`config.mk`:
```
export PLATFORM = sky130hd
export DESIGN_NAME = strobe_sequencer
export DESIGN_NICKNAME = d
export VERILOG_FILES = /design/src/rtl/strobe_sequencer.sv
export SDC_FILE = /design/constraint.sdc
export NUM_CORES = 1
export LEC_CHECK = 0
export ABC_AREA = 1
export BUFFER_PORTS_ARGS = -buffer_cell sky130_fd_sc_hd__clkbuf_2
export CORE_MARGIN = 2
export CORE_UTILIZATION = 51
export CTS_CLUSTER_DIAMETER = 80
export DETAILED_ROUTE_END_ITERATION = 6
export PLACE_DENSITY = 0.71
export REMOVE_ABC_BUFFERS = 1
export SLEW_MARGIN = 20
export SYNTH_ARGS = -nofsm -noshare
export SYNTH_HDL_FRONTEND = slang
export SYNTH_SLANG_ARGS = --single-unit
export TNS_END_PERCENT = 100
```
`constraint.sdc`:
```
create_clock -name sys_clk -period 3.95 [get_ports sys_clk]
set_input_delay 0.1975 -clock sys_clk [delete_from_list [all_inputs] [get_ports sys_clk]]
set_output_delay 0.1975 -clock sys_clk [all_outputs]
set_load 0.005 [all_outputs]
```
`src/rtl/strobe_sequencer.sv`:
```
// Acquisition timing controller: sequences back-to-back detector integrations, a single lamp
// strobe inside each integration, and a free-running continuous-strobe square wave.
module strobe_sequencer #(
  parameter int MS_DIV = 48000
) (
  input  logic        sys_clk,
  input  logic        sys_rst,
  input  logic        acq_enable,
  input  logic [15:0] cfg_countbase,
  input  logic [15:0] cfg_strbcount,
  input  logic [15:0] cfg_intclock,
  input  logic [15:0] cfg_sslowdelay,
  input  logic [15:0] cfg_sshighdelay,
  input  logic [15:0] cfg_lampenable,
  output logic        int_start,
  output logic        int_done,
  output logic        int_active,
  output logic [15:0] int_count,
  output logic        ss_out,
  output logic        cs_out
);

  localparam int SW = (MS_DIV > 1) ? $clog2(MS_DIV) : 1;
  localparam logic [SW-1:0] SUB_LAST = SW'(MS_DIV - 1);

  typedef enum logic {IDLE, RUN} state_t;

  state_t        state_reg, state_next;
  logic [SW-1:0] sub_reg, sub_next;
  logic [15:0]   ms_reg, ms_next;
  logic [15:0]   lint_reg, lint_next;
  logic [15:0]   hi_reg, hi_next;
  logic [15:0]   lo_reg, lo_next;
  logic [15:0]   cb_reg, cb_next;
  logic [15:0]   sc_reg, sc_next;
  logic [15:0]   pre_reg, pre_next;
  logic [15:0]   strb_reg, strb_next;
  logic          lampen_reg, lampen_next;
  logic          cs_next;
  logic [15:0]   count_next;
  logic          int_last;
  logic          start_int;

  function automatic logic [15:0] at_least_one(input logic [15:0] v);
    return (v == 16'd0) ? 16'd1 : v;
  endfunction

  // The integration position is kept as (ms, sub-ms) so the strobe window compares in ms units.
  assign int_last  = (state_reg == RUN) && (sub_reg == SUB_LAST) && (ms_reg == lint_reg - 16'd1);
  assign start_int = acq_enable && ((state_reg == IDLE) || int_last);

  always_comb begin
    state_next  = state_reg;
    sub_next    = sub_reg;
    ms_next     = ms_reg;
    lint_next   = lint_reg;
    hi_next     = hi_reg;
    lo_next     = lo_reg;
    cb_next     = cb_reg;
    sc_next     = sc_reg;
    pre_next    = pre_reg;
    strb_next   = strb_reg;
    lampen_next = lampen_reg;
    cs_next     = cs_out;
    count_next  = int_count;

    if (state_reg == IDLE) begin
      if (acq_enable) begin
        state_next  = RUN;
        cb_next     = at_least_one(cfg_countbase);
        sc_next     = at_least_one(cfg_strbcount);
        lampen_next = cfg_lampenable[0];
        pre_next    = 16'd0;
        strb_next   = 16'd0;
        cs_next     = 1'b0;
        count_next  = 16'd0;
      end
    end else begin
      if (pre_reg == cb_reg - 16'd1) begin
        pre_next = 16'd0;
        if (strb_reg == sc_reg - 16'd1) begin
          strb_next = 16'd0;
          cs_next   = lampen_reg & ~cs_out;
        end else begin
          strb_next = strb_reg + 16'd1;
        end
      end else begin
        pre_next = pre_reg + 16'd1;
      end

      if (int_last) begin
        count_next = int_count + 16'd1;
        if (!acq_enable) begin
          state_next = IDLE;
          pre_next   = 16'd0;
          strb_next  = 16'd0;
          cs_next    = 1'b0;
        end
      end else if (sub_reg == SUB_LAST) begin
        sub_next = '0;
        ms_next  = ms_reg + 16'd1;
      end else begin
        sub_next = sub_reg + SW'(1);
      end
    end

    // Per-integration shadow copies are taken on the edge that begins k=0.
    if (start_int) begin
      sub_next  = '0;
      ms_next   = 16'd0;
      lint_next = at_least_one(cfg_intclock);
      hi_next   = cfg_sshighdelay;
      lo_next   = cfg_sslowdelay;
    end
  end

  always_ff @(posedge sys_clk) begin
    if (sys_rst) begin
      state_reg  <= IDLE;
      sub_reg    <= '0;
      ms_reg     <= 16'd0;
      lint_reg   <= 16'd0;
      hi_reg     <= 16'd0;
      lo_reg     <= 16'd0;
      cb_reg     <= 16'd0;
      sc_reg     <= 16'd0;
      pre_reg    <= 16'd0;
      strb_reg   <= 16'd0;
      lampen_reg <= 1'b0;
      int_start  <= 1'b0;
      int_done   <= 1'b0;
      int_active <= 1'b0;
      int_count  <= 16'd0;
      ss_out     <= 1'b0;
      cs_out     <= 1'b0;
    end else begin
      state_reg  <= state_next;
      sub_reg    <= sub_next;
      ms_reg     <= ms_next;
      lint_reg   <= lint_next;
      hi_reg     <= hi_next;
      lo_reg     <= lo_next;
      cb_reg     <= cb_next;
      sc_reg     <= sc_next;
      pre_reg    <= pre_next;
      strb_reg   <= strb_next;
      lampen_reg <= lampen_next;
      int_start  <= start_int;
      int_active <= (state_next == RUN);
      int_done   <= (state_next == RUN) && (sub_next == SUB_LAST) &&
                    (ms_next == lint_next - 16'd1);
      int_count  <= count_next;
      // ms_next never reaches lint_next, so the window's min(Lo, Lint) bound reduces to Lo.
      ss_out     <= (state_next == RUN) && lampen_next && !start_int &&
                    (ms_next >= hi_next) && (ms_next < lo_next);
      cs_out     <= cs_next;
    end
  end

endmodule

```
== Word-level counts from Yosys, hierarchy flattened ==
Index checks and enable logic that the tools add are counted.
Cells by class
  add/sub/neg operators: 9
  magnitude comparators: 2
  eq/ne operators: 7
  mux-type cells: 37
  bitwise operators: 3
  reductions and logical operators: 17
Operators with widths (number)
  16-bit two-way mux: 26
  16-bit by 1-bit adder with 16-bit output (second input constant): 5
  16-bit == test: 4
  16-bit by 1-bit subtractor with 16-bit output (second input constant): 4
  16-bit zero test: 3
  16-bit == test (second input constant): 2
  16-bit >= comparator: 1
  16-bit < comparator: 1
  1-bit two-way mux: 11
  1-bit logical AND: 9
  2-bit AND reduction: 2
  2-bit by 1-bit != test with 1-bit output (second input constant): 1
  1-bit NOT: 2
  2-bit nonzero test: 1
  1-bit bitwise AND: 1
  1-bit zero test: 1
  1-bit logical OR: 1
Storage, ports and cells
  register bits: 166
  output and inout port bits: 21

== Longest topological paths before layout ==
Gate-level depths: netlist of run 1.
  depth in word-level cells: 9
  depth in mapped cells: 30

== Worst setup path before layout of run 1 ==
No wires, ideal clock.
  path kind: flip-flop to flip-flop
  start: register lint_reg[0]
  end: register ss_out
  library setup time: 115 ps
  arrival: 3485 ps
  required time: 3835 ps
  setup slack: 350 ps
  stages on the path, launching flop included: 28
  buffers on the path: 4
  clock period less this slack: 3600 ps
  path through: dfxtp_1 -> inv_1 -> ha_1 -> xnor2_1 -> nor2_1 -> nand2_1 -> nor2_1 -> nand2_1 -> nor2_1 -> nand2_1 -> nor2_2 -> nand2_4 -> nand2_4 -> nand2_4 -> buf_6 -> buf_6 -> buf_6 -> buf_2 -> mux2i_1 -> ha_1 -> a21oi_1 -> nor2_1 -> a211oi_1 -> o221ai_1 -> nand2_1 -> o211ai_1 -> a21oi_1 -> nor2_1
On the way
  longest elaborated chain between the ends: 9
RTL lines
  start, declared: line 31  | logic [15:0] lint_reg, lint_next;
  start signal, assigned: line 140  | lint_reg <= lint_next;
  16-bit by 1-bit subtractor with 16-bit output (*): line 49  | assign int_last = (state_reg == RUN) && (sub_reg == SUB_LAST) && (ms_reg == lint_reg - 16'd1);
  16-bit == test (*): line 49
  1-bit logical AND (*): line 49
  16-bit two-way mux, or another cell as far along: line 91  | if (int_last) begin
  16-bit two-way mux, or another cell as far along: line 67  | if (state_reg == IDLE) begin
  16-bit two-way mux, or another cell as far along: line 108  | if (start_int) begin
  16-bit >= comparator or 1-bit logical AND (tied branches): line 155, 154
  1-bit logical AND: line 154  | ss_out <= (state_next == RUN) && lampen_next && !start_int &&
  1-bit logical AND (*): line 155  | (ms_next >= hi_next) && (ms_next < lo_next);
  end signal, assigned: line 154
  end, declared: line 19  | output logic ss_out,
Mark *: on every way between the ends. The rest lies on a longest branch, timed or not.
A chain may end at the register's enable or synchronous reset.

== Worst setup path in the final report of run 1 ==
Same ends and word-level chain as after synthesis.

==> impl_metrics.ini, run 1 <==
[yosys]
ys_warn_count = 0
synth-main-ff-cell = dfxtp_1
yosysTopAreaCellShare_pct = 29.3
seq_area_frac_synth_pct = 29.3
yosys.area.top_type = dfxtp_1
synth_compound_area_share_pct = 9.96
yosys.area_share.xor_xnor_pct = 6.63
synth_area_leaders = dfxtp_1, nand2_1, nor2_1, inv_1, nand3_1
synth_mux_area_share_pct = 2.64
synth_seq_cells = 166
synthArstFlopShare_pct = 0
avgSynthCellArea_um2 = 6.45
yosysUniqueCellTypes = 46
yosys.area_share.adder_pct = 4.41
synth_cells = 1761
synth_top_family_by_area = simple AND/OR/NAND/NOR gates
syn_area_mm2 = 0.0114
synth_edf_count = 0
synth-simple-area-share_pct = 37.9

[pwr]
p_total_uw = 4450
p_per_area_mw_per_mm2 = 340
comb_power_share_pct = 22.6
intPower_uw = 3060
swShare_pct = 31.3
pwr-share-clk_pct = 37.2
p_leak_uw = 0.00608
irDropWorstVdd_v = 0.000263
p_switching_uw = 1390
seqPwrFrac_pct = 40.2

[drt]
drt_iter0_markers = 785
via_per_inst = 5.32
drt-total-wl_um = 31400
firstDrtPassIters = 7
vias = 11587
route.detailed.drc = 0
antenna_left = 0
wl_per_cell_um = 14.4

[clock_network]
numCtsBuffers = 17
tritoncts = built
clockBufferDepth = 2
clkSinkCount = 166
htreeDepth = 4
cts.clk_slew.worst_paths_ns = 0.06
clk_latency_ns = 0.44
clk_root_buffer_cell = clkbuf_16

[global_route]
grt_max_degree = 66
grt_pass1_vias = 11057
grt_pass1_wl_um = 52200
grt_antenna_before_repair = 0
overflow = 0
grt_use_total_pct = 26.9

[die]
die-area_mm2 = 0.0235
row_count = 54
core_area_mm2 = 0.0218
pin_count = 120
fp.dieH_um = 153
floorplan.initialDensity_pct = 52.0
dieWidth_um = 153

[setup_path]
path_class = reg -> reg
critPathArrivalTime_ns = 4.04
path_common_cell = nand2_1
crit_buf_inv = 3
cp-start-kind = register
crit_fanout = 20
crit_chain = inv_2 > ha_2 > xnor2_1 > nor2_1 > nand2_1 > nor2_2 > nand2_1 > nor2_1 > nand2_1 > nor2_4 > nand2_4 > nand2_8 > nand2_8 > buf_12 > buf_12 > mux2i_1 > ha_1 > nand4_1 > o221ai_1 > nand2_1 > o211ai_1 > a21oi_1 > nor2_1
reg2reg_from = lint_reg[0]
cp_slowest_cell = dfxtp_1
crit_start = lint_reg[0]
cp-end-kind = register
worst_path_largest_cell_delay_ns = 0.36
path_delay_family = simple AND/OR/NAND/NOR gates
required_ns = 4.32

[sta]
holdWs_ns = 0.0202
setup_ws_ns = 0.285
hold_viol = 0
skew_ns = 0.0125
fin_crit_sh_pct = 92.8
setup_violations = 0
slew_headroom_pct = 53.9
slew_violations = 0
final.min_clock_period_ns = 3.66
max_slew.worst_pin.slew_ns = 0.685
max_freq_mhz = 273

[place]
hpwlAfterDp_um = 24000
dp.cells = 2130
numPortBuffers = 104
place_congestion = 0.991
placement.setup.worst_slack_ns = -0.0147

[run]
drv_cap = 0

[hold_path]
min_from = cfg_countbase[3]
hold_path_class = in -> reg

[layout]
area_growth_pct = 15.3
nNetsFinal = 2029
drive_above_1_share_pct = 12.6
diodes = 0
layout.cells.non_filler = 2180

[run_status]
run_status = finished, final reports clean
==> power by group through the flow <==
stage          Clock [µW]  Sequential (µW)  Combinational [µW]
5_1_grt              1750             1800                1130
3_5_place_dp            0             1820                 975
3_3_place_gp            0             1820                 961
4_1_cts              1680             1790                 998
2_1_floorplan           0             1820                 681
6_report             1660             1790                1010
==> metal layers <==
layer	vias up	routed length [µm]	GRT usage [%]
met5	-	0	0
li1	6009	-	-
met4	0	911	10.1
met2	300	15200	48.0
met3	57	1340	3.20
met1	5221	13900	33.3
==> worst reg2reg max path: stages (launching register included) <==
cell	delay, ns
dfxtp_1	0.36
inv_2	0.07
ha_2	0.28
xnor2_1	0.12
nor2_1	0.14
nand2_1	0.09
nor2_2	0.13
nand2_1	0.06
nor2_1	0.11
nand2_1	0.10
nor2_4	0.14
nand2_4	0.11
nand2_8	0.12
nand2_8	0.11
buf_12	0.20
buf_12	0.17
mux2i_1	0.15
ha_1	0.33
nand4_1	0.14
o221ai_1	0.31
nand2_1	0.10
o211ai_1	0.10
a21oi_1	0.06
nor2_1	0.12
==> cell type report <==
cell class	instances	area (µm²)
fillers	2074	8730
multi-input cells	1332	7060
flip-flops and latches	166	3320
repair buffers	157	991
inverters	216	811
clock buffers	20	457
well taps	280	350
clock inverters	9	105
==> cell usage after synthesis (11+ instances only) <==
master    count
nand2_1     409
nor2_1      231
inv_1       204
dfxtp_1     166
nand3_1     150
o21ai_0      87
a21oi_1      75
xor2_1       66
nand4_1      51
nor3_1       43
ha_1         40
clkbuf_1     36
mux2i_1      30
nor4_1       21
xnor2_1      20
or2_2        12
nand2_2      11
nand3b_1     11
==> stage by stage <==
stage          util (%)  TNS [ns]  cell area [µm²]
3_3_place_gp       56.3         0            12300
4_1_cts            59.7         0            13000
2_1_floorplan         -    -0.540            11100
6_report           60.0         0            13100
3_5_place_dp       56.3   -0.0147            12300
5_1_grt            60.0   -0.0432            13100
==> final timing paths <==
kind,to,slack [ns],cells past startpoint
hold reg to reg,int_count[15],0.46,1
setup / recovery,ss_out,0.29,23
hold / removal,cb_reg[3],0.02,3
setup reg to reg,ss_out,0.29,23
==> timing repair <==
action / 4_1_cts / 5_1_grt
gates resized for setup: 2 / 9
endpoints found under the setup margin: 1 / 2
hold buffers: 18 / 0
setup buffers: 0 / 2
cloned: 0 / 1
pin swaps: 0 / 1
endpoints found under the hold margin: 18 / 0
==> cells in the final DEF, fill, tap and decap left out, types with 12 or more instances in the layout <==
cell | netlist | routed
mux2i_1 | 30 | 30
nand4_1 | 51 | 51
dfxtp_1 | 166 | 166
nor2_1 | 231 | 228
clkbuf_2 | 0 | 103
nor3_1 | 43 | 43
dlygate4sd3_1 | 0 | 18
nand2_1 | 409 | 409
nor2_2 | 10 | 12
nand3_1 | 150 | 149
clkbuf_16 | 0 | 17
a21oi_1 | 75 | 74
buf_4 | 1 | 34
or2_2 | 12 | 12
xnor2_1 | 20 | 20
nor4_1 | 21 | 20
xor2_1 | 66 | 66
ha_1 | 40 | 39
o21ai_0 | 87 | 87
inv_1 | 204 | 203
==> cells by family after synthesis <==
kind of cell               count (synthesis)
adders and majority gates                 40
and+or+nand+nor                          970
xor gates and xnor gates                  86
DFF                                      166
AOI/OAI and AO/OA                        205
buffers and inverters                    264
muxes                                     30
Power figures use the tool's default switching activity.
==> run 2: changes to the inputs <==
PLACE_DENSITY = 0.73   (was 0.71)
clock period = 3 ns   (was 3.95 ns; I/O delays follow)
==> run 2 against run 1 <==
  * The flow now finishes with violations (negative hold slack, negative setup slack)
  * Clock power increased by 39%
  * Worst setup slack lost 0.57 ns
  * Via count is 14% higher
  * Flip-flop and latch count did not move
  * Final cell count up 11%
  * Highest routed layer unchanged
==> impl_metrics.ini, run 2 (same netlist as run 1, synthesis figures left out) <==
[global_route]
grt_max_degree = 73
overflow = 0
grt_use_total_pct = 30.7
grt_pass1_vias = 12653
grt_antenna_before_repair = 0
grt_pass1_wl_um = 59600

[clock_network]
cts.clk_slew.worst_paths_ns = 0.07
htreeDepth = 4
clk_root_buffer_cell = clkbuf_16
tritoncts = built
clockBufferDepth = 2
clk_latency_ns = 0.45
numCtsBuffers = 17
clkSinkCount = 166

[sta]
tns_ns = -0.555
setup_violations = 3
skew_ns = 0.0150
max_slew.worst_pin.slew_ns = 0.820
fin_crit_sh_pct = 109
final.min_clock_period_ns = 3.28
rsz0062_at_grt = yes
slew_headroom_pct = 45.3
slew_violations = 0
setup_ws_ns = -0.281
max_freq_mhz = 305
hold_viol = 1
holdWs_ns = -0.000695

[place]
placed_cell_area_mm2 = 0.0137
place_congestion = 0.959
hpwlAfterDp_um = 26500
numPortBuffers = 104

[pwr]
p_leak_uw = 0.00731
irDropWorstVdd_v = 0.000329
p_per_area_mw_per_mm2 = 417

[die]
die-area_mm2 = 0.0235
floorplan.initialDensity_pct = 52.0
fp.dieH_um = 153
core_area_mm2 = 0.0218
dieWidth_um = 153
pin_count = 120
row_count = 54

[layout]
stdcell_area_mm2 = 0.0156
drive_above_1_share_pct = 26.5
layout_commonest_cell = nand2_1
diodes = 0
fillerInstances = 1729
final_cell_mix = nand2_1, buf_4, nor2_1, inv_1, dfxtp_1
area_growth_pct = 37.5
nNetsFinal = 2270

[drt]
via_per_inst = 5.44
drt_iter0_markers = 1208
firstDrtPassIters = 6
drt-total-wl_um = 37700
wl_met3_um = 2460
wl_per_cell_um = 15.6
highest_layer = met4
met1_length_um = 15300
wl_met2_um = 18300
vias = 13179
antenna_left = 0
route.detailed.drc = 0

[run_status]
run_status = finished with violations
violations = negative hold slack, negative setup slack

[setup_path]
critPathArrivalTime_ns = 3.66
crit_fanout = 8
cp-end-kind = register
cp-start-kind = register
path_class = reg -> reg
required_ns = 3.38

[run]
drv_cap = 0

[hold_path]
hold_path_class = in -> reg
## run 2: cell count changes in the layout (fill, tap and decap cells not counted), moves of 10 or more
cell	delta
nand2_2	+14
nor2_2	+18
dlygate4sd3_1	+20
o21ai_0	-11
o21ai_1	+10
mux2i_1	-13
nor2_1	-26
buf_4	+210
nand3_2	+10
nand3_1	-10
nand2_1	-17
## run 2: path summary, 6_finish.rpt
| path | depth (start not counted) | slack [ns] | to | from |
|---|---|---|---|---|
| setup / recovery | 23 | -0.28 | ss_out | lint_reg[2] |
| hold / removal | 3 | -0.0007 | hi_reg[0] | cfg_sshighdelay[0] |
| setup reg to reg | 23 | -0.28 | ss_out | lint_reg[2] |
| hold reg to reg | 1 | 0.47 | int_count[15] | int_count[15] |
## run 2: layout make-up
| cell class | count | area [µm²] | share of cell area (%) |
|---|---|---|---|
| timing repair buffer | 399 | 2920 | 18.7 |
| inverter | 216 | 811 | 5.19 |
| tap | 280 | 350 | 2.24 |
| sequential | 166 | 3330 | 21.3 |
| clock inverter | 11 | 150 | 0.961 |
| clock buffer | 21 | 450 | 2.88 |
| multi-input combinational | 1331 | 7610 | 48.7 |
## run 2: worst max-delay path, cell delays in order (launching register included)
cell     delay, ns
dfxtp_4       0.36
nor2_4        0.16
nand2_8       0.08
nor2_4        0.16
buf_6         0.13
nand3_2       0.06
nand2_2       0.08
nand2_1       0.05
nor2_1        0.10
nand2_1       0.09
nor2_4        0.15
nand2_4       0.09
nand2_4       0.10
nand2_8       0.09
buf_12        0.16
mux2i_4       0.18
ha_1          0.29
nand2_2       0.06
buf_4         0.13
buf_4         0.13
nor3_2        0.25
buf_4         0.17
a21oi_1       0.05
nor2_1        0.09
## run 2: report_power, final
| group | internal, µW | total, µW | switching (µW) |
|---|---|---|---|
| clock | 1340 | 2310 | 972 |
| combinational | 814 | 1840 | 1030 |
| sequential | 2290 | 2360 | 68.0 |
## run 2: repair_timing
| action | CTS | global route |
|---|---|---|
| hold buffers | 38 | 0 |
| setup buffers | 17 | 17 |
| setup endpoints to repair | 2 | 45 |
| cloned | 0 | 1 |
| gates resized for setup | 54 | 120 |
| pin swaps | 37 | 48 |
| endpoints found under the hold margin | 38 | 0 |
## run 2: stage by stage
stage | setup WS (ns) | hold WS [ns] | utilization [%] | cells | power, µW
after floorplan | -1.36 | 0.219 | - | 1713 | 3290
after global placement | -0.369 | 0.370 | 62.7 | 2319 | 3880
after detailed placement | -0.474 | 0.374 | 62.7 | 2319 | 3910
after CTS | -0.324 | 0.00955 | 68.7 | 2406 | 6310
after global routing | -0.514 | 0.0101 | 71.6 | 2424 | 6780
final | -0.281 | -0.000695 | 71.6 | 2424 | 6510
## run 2: layer usage
metal | up-vias | global-route usage, %
li1 | 6491 | -
met1 | 6062 | 37.3
met2 | 514 | 52.7
met3 | 112 | 4.93
met4 | 0 | 15.4
met5 | - | 0
